===== src/rtl/pipe_ctrl_pkg.sv =====
// Shared constants for the pipeline run/stall/flush controller.
package pipe_ctrl_pkg;

  localparam logic [1:0] ST_IDLE  = 2'd0;
  localparam logic [1:0] ST_RUN   = 2'd1;
  localparam logic [1:0] ST_DRAIN = 2'd2;
  localparam logic [1:0] ST_HALT  = 2'd3;

  localparam int unsigned REG_W = 5;
  localparam logic [REG_W-1:0] REG_ZERO = 5'd0;

endpackage


===== src/rtl/hazard_detect.sv =====
// Load-use hazard compare between the ID/EX load and the IF/ID source fields.
module hazard_detect
  import pipe_ctrl_pkg::*;
(
  input  logic       id_ex_memread,
  input  logic [4:0] id_ex_rt,
  input  logic [4:0] if_id_rs,
  input  logic [4:0] if_id_rt,
  output logic       load_use
);

  // A load into $zero never creates a real dependency.
  always_comb begin
    load_use = id_ex_memread && (id_ex_rt != REG_ZERO) &&
               ((id_ex_rt == if_id_rs) || (id_ex_rt == if_id_rt));
  end

endmodule


===== src/rtl/pipeline_sequencer.sv =====
// Run/stall/flush/halt-drain controller for the 5-stage pipeline, with
// saturating cycle and stall counters.
module pipeline_sequencer
  import pipe_ctrl_pkg::*;
#(
  parameter int unsigned DRAIN_CYCLES = 4,
  parameter int unsigned CNT_W        = 32
) (
  input  logic             clk,
  input  logic             reset_n,
  input  logic             start,
  input  logic             id_ex_memread,
  input  logic [4:0]       id_ex_rt,
  input  logic [4:0]       if_id_rs,
  input  logic [4:0]       if_id_rt,
  input  logic             id_jump,
  input  logic             id_fin,
  input  logic             ex_branch_taken,
  output logic             pc_write,
  output logic             if_id_write,
  output logic             if_id_flush,
  output logic             ctrl_enable,
  output logic             id_ex_flush,
  output logic             running,
  output logic             halted,
  output logic [CNT_W-1:0] cycle_count,
  output logic [CNT_W-1:0] stall_count
);

  localparam int unsigned DRAIN_W = (DRAIN_CYCLES > 1) ? $clog2(DRAIN_CYCLES) : 1;
  localparam logic [DRAIN_W-1:0] DRAIN_LOAD = DRAIN_W'(DRAIN_CYCLES - 1);

  logic [1:0]         state_q;
  logic [1:0]         state_d;
  logic [DRAIN_W-1:0] drain_q;
  logic [DRAIN_W-1:0] drain_d;
  logic               load_use;
  logic               stall_inc;
  logic               cycle_inc;

  hazard_detect u_hazard_detect (
    .id_ex_memread (id_ex_memread),
    .id_ex_rt      (id_ex_rt),
    .if_id_rs      (if_id_rs),
    .if_id_rt      (if_id_rt),
    .load_use      (load_use)
  );

  // State and drain counter registers.
  always_ff @(posedge clk or negedge reset_n) begin
    if (!reset_n) begin
      state_q <= ST_IDLE;
      drain_q <= '0;
    end else begin
      state_q <= state_d;
      drain_q <= drain_d;
    end
  end

  // Next-state and pipeline control decode; branch beats jump beats load-use beats fin.
  always_comb begin
    state_d     = state_q;
    drain_d     = drain_q;
    pc_write    = 1'b0;
    if_id_write = 1'b0;
    if_id_flush = 1'b0;
    ctrl_enable = 1'b0;
    id_ex_flush = 1'b0;
    running     = 1'b0;
    halted      = 1'b0;
    stall_inc   = 1'b0;
    cycle_inc   = 1'b0;
    case (state_q)
      ST_IDLE: begin
        if (start) state_d = ST_RUN;
      end
      ST_RUN: begin
        running     = 1'b1;
        cycle_inc   = 1'b1;
        pc_write    = 1'b1;
        if_id_write = 1'b1;
        ctrl_enable = 1'b1;
        if (ex_branch_taken) begin
          if_id_flush = 1'b1;
          id_ex_flush = 1'b1;
        end else if (id_jump) begin
          if_id_flush = 1'b1;
        end else if (load_use) begin
          pc_write    = 1'b0;
          if_id_write = 1'b0;
          ctrl_enable = 1'b0;
          stall_inc   = 1'b1;
        end else if (id_fin) begin
          pc_write    = 1'b0;
          if_id_write = 1'b0;
          state_d     = ST_DRAIN;
          drain_d     = DRAIN_LOAD;
        end
      end
      ST_DRAIN: begin
        running   = 1'b1;
        cycle_inc = 1'b1;
        if (drain_q == '0) begin
          state_d = ST_HALT;
        end else begin
          drain_d = drain_q - DRAIN_W'(1);
        end
      end
      ST_HALT: begin
        halted = 1'b1;
      end
      default: begin
        state_d = ST_IDLE;
      end
    endcase
  end

  // Saturating performance counters.
  always_ff @(posedge clk or negedge reset_n) begin
    if (!reset_n) begin
      cycle_count <= '0;
      stall_count <= '0;
    end else begin
      if (cycle_inc && (cycle_count != '1)) cycle_count <= cycle_count + CNT_W'(1);
      if (stall_inc && (stall_count != '1)) stall_count <= stall_count + CNT_W'(1);
    end
  end

endmodule

===== config.mk =====
export PLATFORM = sky130hd
export DESIGN_NAME = pipeline_sequencer
export DESIGN_NICKNAME = d
export VERILOG_FILES = /design/src/rtl/pipe_ctrl_pkg.sv /design/src/rtl/hazard_detect.sv /design/src/rtl/pipeline_sequencer.sv
export SDC_FILE = /design/constraint.sdc
export NUM_CORES = 1
export LEC_CHECK = 0
export CORE_ASPECT_RATIO = 0.75
export CORE_UTILIZATION = 35
export DETAILED_ROUTE_END_ITERATION = 8
export SYNTH_ARGS = -nofsm -noshare
export SYNTH_HDL_FRONTEND = slang
export SYNTH_SLANG_ARGS = --single-unit

===== constraint.sdc =====
create_clock -name clk -period 2.2 [get_ports clk]
set_input_delay 0.33 -clock clk [delete_from_list [all_inputs] [get_ports clk]]
set_output_delay 0.33 -clock clk [all_outputs]
set_load 0.02 [all_outputs]

==> results of run 1 <==
## worst max-delay path, delay by kind of cell
family | cells | cell delay [ns]
compound gates | 2 | 0.33
buf+inv | 3 | 0.48
simple gates | 3 | 0.50
xor+xnor | 1 | 0.15
## cells by family (layout without fill, tap and decap cells)
logic type,Yosys count,after routing,synth area share [%]
muxes,4,4,1.35
buffers and inverters,13,145,1.70
and+or+nand+nor,148,148,24.5
AOI/OAI and AO/OA,13,13,3.47
DFF,68,68,48.2
xor gates and xnor gates,71,71,17.6
adders and majority gates,9,9,3.19
## power groups by stage
stage	Clock, mW	Sequential (mW)	Combinational (mW)
2_1_floorplan	0	1.57	0.662
3_3_place_gp	0	1.48	1.28
3_5_place_dp	0	1.48	1.30
4_1_cts	1.41	1.47	1.31
5_1_grt	1.46	1.48	1.42
6_report	1.36	1.46	1.28
## sequential cells by signal, indices dropped and copies added, names as in the netlist
signal and cells:
stall_count 32, cycle_count 32, state_q 2, drain_q 2
## area by class of cell
class                           count  area (µm²)  share of cell area (%)
Clock buffer                       14         284                    5.56
Clock inverter                      1        5.00                  0.0979
Timing Repair Buffer              122        1130                    22.1
Inverter                            8        30.0                   0.587
Tap cell                          132         165                    3.23
Multi-Input combinational cell    245        1790                    35.1
Sequential cell                    68        1700                    33.3
## synth_stat cells (all sizes together) (2+ instances only)
library cell  instances  area share [%]
dfrtp                68              48
xnor2                49              12
nand4                35             6.4
nand2                26             2.8
xor2                 22             5.5
nand3                20             2.8
nor2                 17             1.8
and3                 15             2.7
nor3                 10             1.4
and4                  9             2.2
ha                    9             3.2
inv                   8            0.85
and2                  4            0.71
clkbuf                3            0.32
mux2                  3             1.1
nor2b                 3            0.53
o21ai                 3            0.74
a21oi                 2            0.28
buf                   2            0.53
nor3b                 2            0.74
nor4                  2             1.2
## worst paths after layout
check	endpoint	slack, ns	depth (start not counted)
worst max-delay path	pc_write	0.08	9
worst min-delay path	stall_count[25]	0.35	2
worst max register to register	stall_count[17]	0.24	8
worst min register to register	stall_count[31]	0.49	1
max in group asynchronous	cycle_count[20]	1.24	3
min in group clk	stall_count[31]	0.49	1
## per-layer routing
metal  vias to the layer above  wire, µm  global-route usage (%)
met1                      1407      4050                    22.6
met5                         -         0                       0
li1                       1417         -                       -
met4                         0        85                    5.94
met2                        67      3470                    26.3
met3                         9       396                    5.36
## repair_timing
action                     4_1_cts  5_1_grt
hold buffers                     1        0
pin swaps                        8        4
setup endpoints to repair       23       16
hold endpoints to repair         3        0
buffers inserted                 1        0
resized for setup               41        8
==> key figures, run 1 <==
Timing
  • Fin. Hold Viols: 0
  • Fin. max-slew vios: 0
  • Slew HR: 69.7%
  • Slew at the pin closest to its max-slew limit: 0.455 ns
  • RSZ-0062 raised after global routing: no
  • Final hold slack: 0.347 ns
  • Final Cycle Share: 96.4%
  • Post-layout minimum cycle time: 2.12 ns
  • Layout Skew: 0.00262 ns
  • Fmax: 0.471 GHz
  • Final worst slack: 0.0787 ns
  • Setup Viol. Count Final: 0
  • Setup_tns: 0 ns

Global route
  • Vias in the first global route: 2890
  • Gr ovfl total: 0
  • Gr usage total: 17.0%
  • Initial antenna violation count: 0
  • First-pass GRT wire length: 14000 µm
  • Largest net degree at the start of global routing: 34

Clocking
  • CTS tree: yes
  • Clock insertion delay at the later pin of the skew report: 0.33 ns
  • Clock slew at reported path FFs: 0.05 ns
  • H-tree Lvls: 3
  • Clock Sinks: 68
  • Clock root buffer: clkbuf_16
  • Num CTS Buffers: 9
  • Max Root-Sink Buffers: 2

Power and ir drop
  • Pwr Density: 804 nW/µm²
  • Final Power: 4.11 mW
  • Max VDD drop: 537 µV
  • Pint: 2.86 mW
  • Sw Ratio: 30.4%
  • Clock Power Share: 33.2%
  • Sequential power share: 35.6%
  • Gate power share: 31.2%
  • Sw power: 1.25 mW
  • P_leak: 2.28 nW

Finish
  • Layout cells sized above 1: 14.4%
  • # fillers: 904
  • Core Util, Final: 52.5%
  • Final instance area: 5110 µm²
  • Nets: 485
  • Most frequent cells in the layout: clkdlybuf4s50_1 (70), dfrtp_1 (68), xnor2_1 (49)
  • Leading cell type in the layout, fill and taps excluded: clkdlybuf4s50_1
  • Number of diodes: 0
  • Post-Layout Cell Count: 590
  • Area Growth Syn to Fin: 44.8%

Yosys
  • Mapped Cells: 326
  • Post-synth EDFFs: 0
  • Sequential share of the synthesized area: 48.2%
  • FF+latch count, synth: 68
  • Asr flop ratio synth: 100%
  • Synthesized cell area: 3530 µm²
  • Synth Flop Type: dfrtp_1
  • Unique masters post-synth: 42
  • Synthesized area per cell: 10.8 µm²
  • Post-Syn Nets: 357
  • Synth warn: 0

Critical path
  • Crit Path Class: input port to output port
  • Startpoint class of the critical path: input port
  • Worst Setup SP: id_ex_rt[2]
  • Crit-path cells: clkdlybuf4s15_1, buf_4, xor2_1, nor2_1, a22oi_2, or2b_1, o31a_1, and2_4, buf_6
  • CP Max Fanout: 3
  • Max incr delay on CP: 0.25 ns
  • CP endpoint kind: output port
  • Critical Path RT: 1.87 ns
  • CP Data Arrival Time: 1.79 ns
  • R2R Path Start: stall_count[1]
  • Slowest-stage cell, CP: o31a_1

Floorplan
  • Num rows: 31
  • Die Area: 10500 µm²
  • Total core area: 9740 µm²
  • Initial Utilization: 36.3%
  • Boundary Pins: 93
  • Die width: 118 µm
  • Die Y: 89.0 µm

Detailed routing
  • WL final: 8000 µm
  • Wirelength per Cell: 13.6 µm
  • Vias per Instance: 4.92
  • Initial DRT Pass Iterations: 4
  • Vias: 2900
  • Post-route DRC: 0
  • Final ANT Viol Nets: 0
  • 1st-iter DRT viols: 119

Place
  • Post-DP HPWL: 6000 µm
  • Cells after DPL: 573
  • I/O Buffers: 92
  • DP Area: 4790 µm²
  • GP Congestion: 0.795
  • Setup WS pre-CTS: -0.725 ns

Hold path
  • Hold Crit Class: input port to async pin

Outcome
  • Status: complete, no violations

Job
  • Max-cap violations: 0
(Power assumes the default switching activity.)
==> run 2, diff against run 1 <==
--- a/config.mk
+++ b/config.mk
@@ -5,9 +5,11 @@
 export SDC_FILE = /design/constraint.sdc
 export NUM_CORES = 1
 export LEC_CHECK = 0
+export ABC_AREA = 1
 export CORE_ASPECT_RATIO = 0.75
 export CORE_UTILIZATION = 35
 export DETAILED_ROUTE_END_ITERATION = 8
 export SYNTH_ARGS = -nofsm -noshare
 export SYNTH_HDL_FRONTEND = slang
 export SYNTH_SLANG_ARGS = --single-unit
+export TNS_END_PERCENT = 1
==> run 2 against run 1 <==
Sequential cell count did not move. Critical path depth grew 3. Largest power group is now combinational cells. Non-clock buffer count shrank 7. Power is 9.0% higher. Routed wire length grew 63%. Global-route usage increased by 2.9 points. Synthesized cell count rose by 110%. First-iteration DRC count up 140%. Sequential share of layout area is 5.7 points lower. Critical path type unchanged. Area after synthesis is 32% higher.
==> key figures, run 2 <==
Outcome
  • Status: complete, no violations

Floorplan
  • Die width: 135 µm (+15%)
  • Die Area: 13800 µm² (+31%)
  • Boundary Pins: 93 (unchanged)
  • Num rows: 36 (+16%)
  • Die Y: 102 µm (+15%)
  • Total core area: 13000 µm² (+33%)
  • Initial Utilization: 35.9% (-0.36 points)

Critical path
  • CP Capture Point: ctrl_enable
  • CP Max Fanout: 3 (unchanged)
  • Startpoint class of the critical path: input port
  • Most frequent CP cell: nand2_1
  • Crit Path Class: input port to output port
  • CP Data Arrival Time: 1.71 ns (-0.08 ns)
  • Max incr delay on CP: 0.50 ns (+0.25 ns)
  • Worst R2R Setup Slack: 0.25 ns (about the same)
  • CP bufs+invs: 5 (+2)
  • Crit-path cells: clkdlybuf4s50_1, inv_1, nand2_1, nand2_1, nor2_1, nand3_1, nand2_1, nand3_1, buf_4, nand2_1, inv_1, buf_2
  • CP top delay family: buffers and inverters
  • Slowest-stage cell, CP: clkdlybuf4s50_1
  • Worst Setup SP: id_ex_rt[3]
  • FF-to-FF End: cycle_count[25]
  • CP endpoint kind: output port
  • Critical Path RT: 1.87 ns (about the same)
  • R2R Path Start: cycle_count[0]
  • Reg2Reg Depth: 10 (+2)
  • Critical Path Stages: 12 (+3)

Yosys
  • Yosys top cell area share: 36.5% (-12 points)
  • FF+latch count, synth: 68 (unchanged)
  • Synth top area cells: dfrtp_1 (37%), nand2_1 (25%), xor2_1 (7.7%), nor2_1 (5.8%), inv_1 (4.6%)
  • Asr flop ratio synth: 100% (unchanged)
  • Post-synth EDFFs: 0 (unchanged)
  • Synthesized cell area: 4660 µm² (+32%)
  • Top cells by count, synth: nand2_1 (307), nor2_1 (72), dfrtp_1 (68)
  • Synth warn: 0 (unchanged)
  • Synth Flop Type: dfrtp_1
  • Unique masters post-synth: 28 (-33%)
  • Synthesized area per cell: 6.79 µm² (-37%)
  • Post-Syn Nets: 717 (+100%)
  • Most frequent cell after synthesis: nand2_1
  • Mapped Cells: 686 (+110%)
  • Sequential share of the synthesized area: 36.5% (-12 points)
  • Area leader, netlist: dfrtp_1

Timing
  • Layout Skew: 0.0112 ns (+0.00862 ns)
  • Final Cycle Share: 92.7% (-3.7 points)
  • Setup Viol. Count Final: 0 (unchanged)
  • Post-layout minimum cycle time: 2.04 ns (-0.0820 ns)
  • Slew HR: 64.3% (-5.3 points)
  • Fmax: 0.490 GHz (+4.0%)
  • Fin. max-slew vios: 0 (unchanged)
  • Slew at the pin closest to its max-slew limit: 0.534 ns (+0.0796 ns)
  • Final hold slack: 0.471 ns (+0.124 ns)
  • RSZ-0062 raised after global routing: no
  • Fin. Hold Viols: 0 (unchanged)

Global route
  • Gr ovfl total: 0 (unchanged)
  • First-pass GRT wire length: 21200 µm (+52%)
  • Largest net degree at the start of global routing: 33 (-2.9%)
  • Vias in the first global route: 4203 (+45%)
  • Initial antenna violation count: 0 (unchanged)
  • Gr usage total: 19.9% (+2.9 points)

Finish
  • Leading cell type in the layout, fill and taps excluded: nand2_1
  • Area Growth Syn to Fin: 32.4%
  • Biggest regs: cycle_count x32, stall_count x32
  • # fillers: 1322 (+46%)
  • Nets: 828 (+71%)
  • Number of diodes: 0 (unchanged)
  • Post-Layout Cell Count: 973 (+65%)
  • Layout cells sized above 1: 7.48% (-6.9 points)
  • Most frequent cells in the layout: nand2_1 (307), clkdlybuf4s50_1 (81), nor2_1 (72)

Clocking
  • Clock slew at reported path FFs: 0.05 ns (about the same)
  • Setup Buffers After CTS: 0 (-1)
  • Max Root-Sink Buffers: 2 (unchanged)
  • Clock Sinks: 68 (unchanged)
  • Clock insertion delay at the later pin of the skew report: 0.34 ns (about the same)
  • Clock root buffer: clkbuf_16
  • H-tree Lvls: 3 (unchanged)
  • Num CTS Buffers: 9 (unchanged)
  • CTS tree: yes

Hold path
  • Hold Crit Class: flop to flop

Detailed routing
  • Post-route DRC: 0 (unchanged)
  • WL final: 13000 µm (+63%)
  • Vias per Instance: 4.69 (-4.6%)
  • Vias: 4564 (+57%)
  • Wirelength per Cell: 13.4 µm (-1.2%)
  • Final ANT Viol Nets: 0 (unchanged)
  • 1st-iter DRT viols: 286 (+140%)
  • Initial DRT Pass Iterations: 5 (+1)

Place
  • I/O Buffers: 92 (unchanged)
  • Cells after DPL: 956 (+67%)
  • Post-DP HPWL: 10200 µm (+70%)
  • GP Congestion: 0.902 (+13%)

Power and ir drop
  • Max VDD drop: 662 µV (+23%)
  • P_leak: 2.93 nW (+28%)
  • Pwr Density: 726 nW/µm² (-9.7%)

Job
  • Max-cap violations: 0 (unchanged)
## run 2: cell types whose count changed in the layout (fill, tap and decap cells not counted), sizes merged, moves of 9 or more
cell / change
and3: -15
and4: -9
clkdlybuf4s50: +11
inv: +53
nand2: +285
nand4: -25
nor2: +58
nor3: +25
o21ai: +14
xnor2: -33
xor2: +19
## run 2: kinds of logic (layout without fill, tap and decap cells)
| kind of cell | Yosys count | count (layout) | share of synthesized area, % |
|---|---|---|---|
| compound gates | 19 | 19 | 2.15 |
| xor+xnor | 57 | 57 | 10.7 |
| fa+ha+maj | 9 | 9 | 2.42 |
| buf+inv | 77 | 193 | 7.44 |
| flops | 68 | 68 | 36.5 |
| simple gates | 456 | 456 | 40.7 |
## run 2: layout make-up
class / count / area [µm²] / share of cell area [%]
Timing Repair Buffer: 115 / 1100 / 17.9
Clock inverter: 6 / 63.8 / 1.03
Tap cell: 171 / 214 / 3.47
Inverter: 62 / 233 / 3.77
Sequential cell: 68 / 1700 / 27.6
Multi-Input combinational cell: 541 / 2620 / 42.4
Clock buffer: 10 / 239 / 3.87
## run 2: metal layers
| metal | vias up | GRT usage [%] | wire (µm) | part of all wire, % |
|---|---|---|---|---|
| met5 | - | 0 | 0 | 0 |
| met4 | 0 | 5.88 | 161 | 1.2 |
| met3 | 11 | 4.02 | 769 | 5.9 |
| met2 | 123 | 27.5 | 5190 | 40 |
| met1 | 2095 | 30.5 | 6900 | 53 |
| li1 | 2335 | - | - | - |
## run 2: repair_timing
action / in CTS / in global routing
resized for setup: 13 / 7
pin swaps: 0 / 0
setup endpoints to repair: 6 / 8
hold buffers: 1 / 0
hold endpoints to repair: 17 / 0
## run 2: worst min-delay path by stage
stage / startpoint / end / cells past startpoint
final: drain_q[1] / drain_q[1] / 2
after global routing: drain_q[1] / drain_q[1] / 2
after CTS: drain_q[1] / drain_q[1] / 2
after detailed placement: reset_n / cycle_count[18] / 1
after global placement: reset_n / cycle_count[2] / 1
after floorplan: reset_n / cycle_count[0] / 0
## run 2: per-stage QoR
stage / setup slack, ns / power, mW / instance area [µm²] / setup TNS [ns] / util [%]
global placement: -0.310 / 3.03 / 5860 / -2.29 / 45.2
CTS: -0.0274 / 4.54 / 6170 / -0.0612 / 47.6
global route: 0.0317 / 4.78 / 6170 / 0 / 47.6
detailed placement: -0.370 / 3.08 / 5860 / -4.52 / 45.2
floorplan: 0.222 / 2.57 / 4660 / 0 / -
finish: 0.161 / 4.48 / 6170 / 0 / 47.6
## run 2: where the power goes
part / internal (mW) / switching [mW]
Clock: 0.906 / 0.570
Combinational: 0.561 / 0.998
Sequential: 1.35 / 0.0944
Total: 2.82 / 1.66
## run 2: worst register-to-register path: stages, from the launching register on
cell,delay (ns)
dfrtp_1,0.36
ha_1,0.23
nand2_2,0.10
nor2_4,0.12
nand3_2,0.14
nor3_2,0.24
nand2_1,0.10
nand2_2,0.11
inv_2,0.22
o21ai_1,0.16
nand2_1,0.07
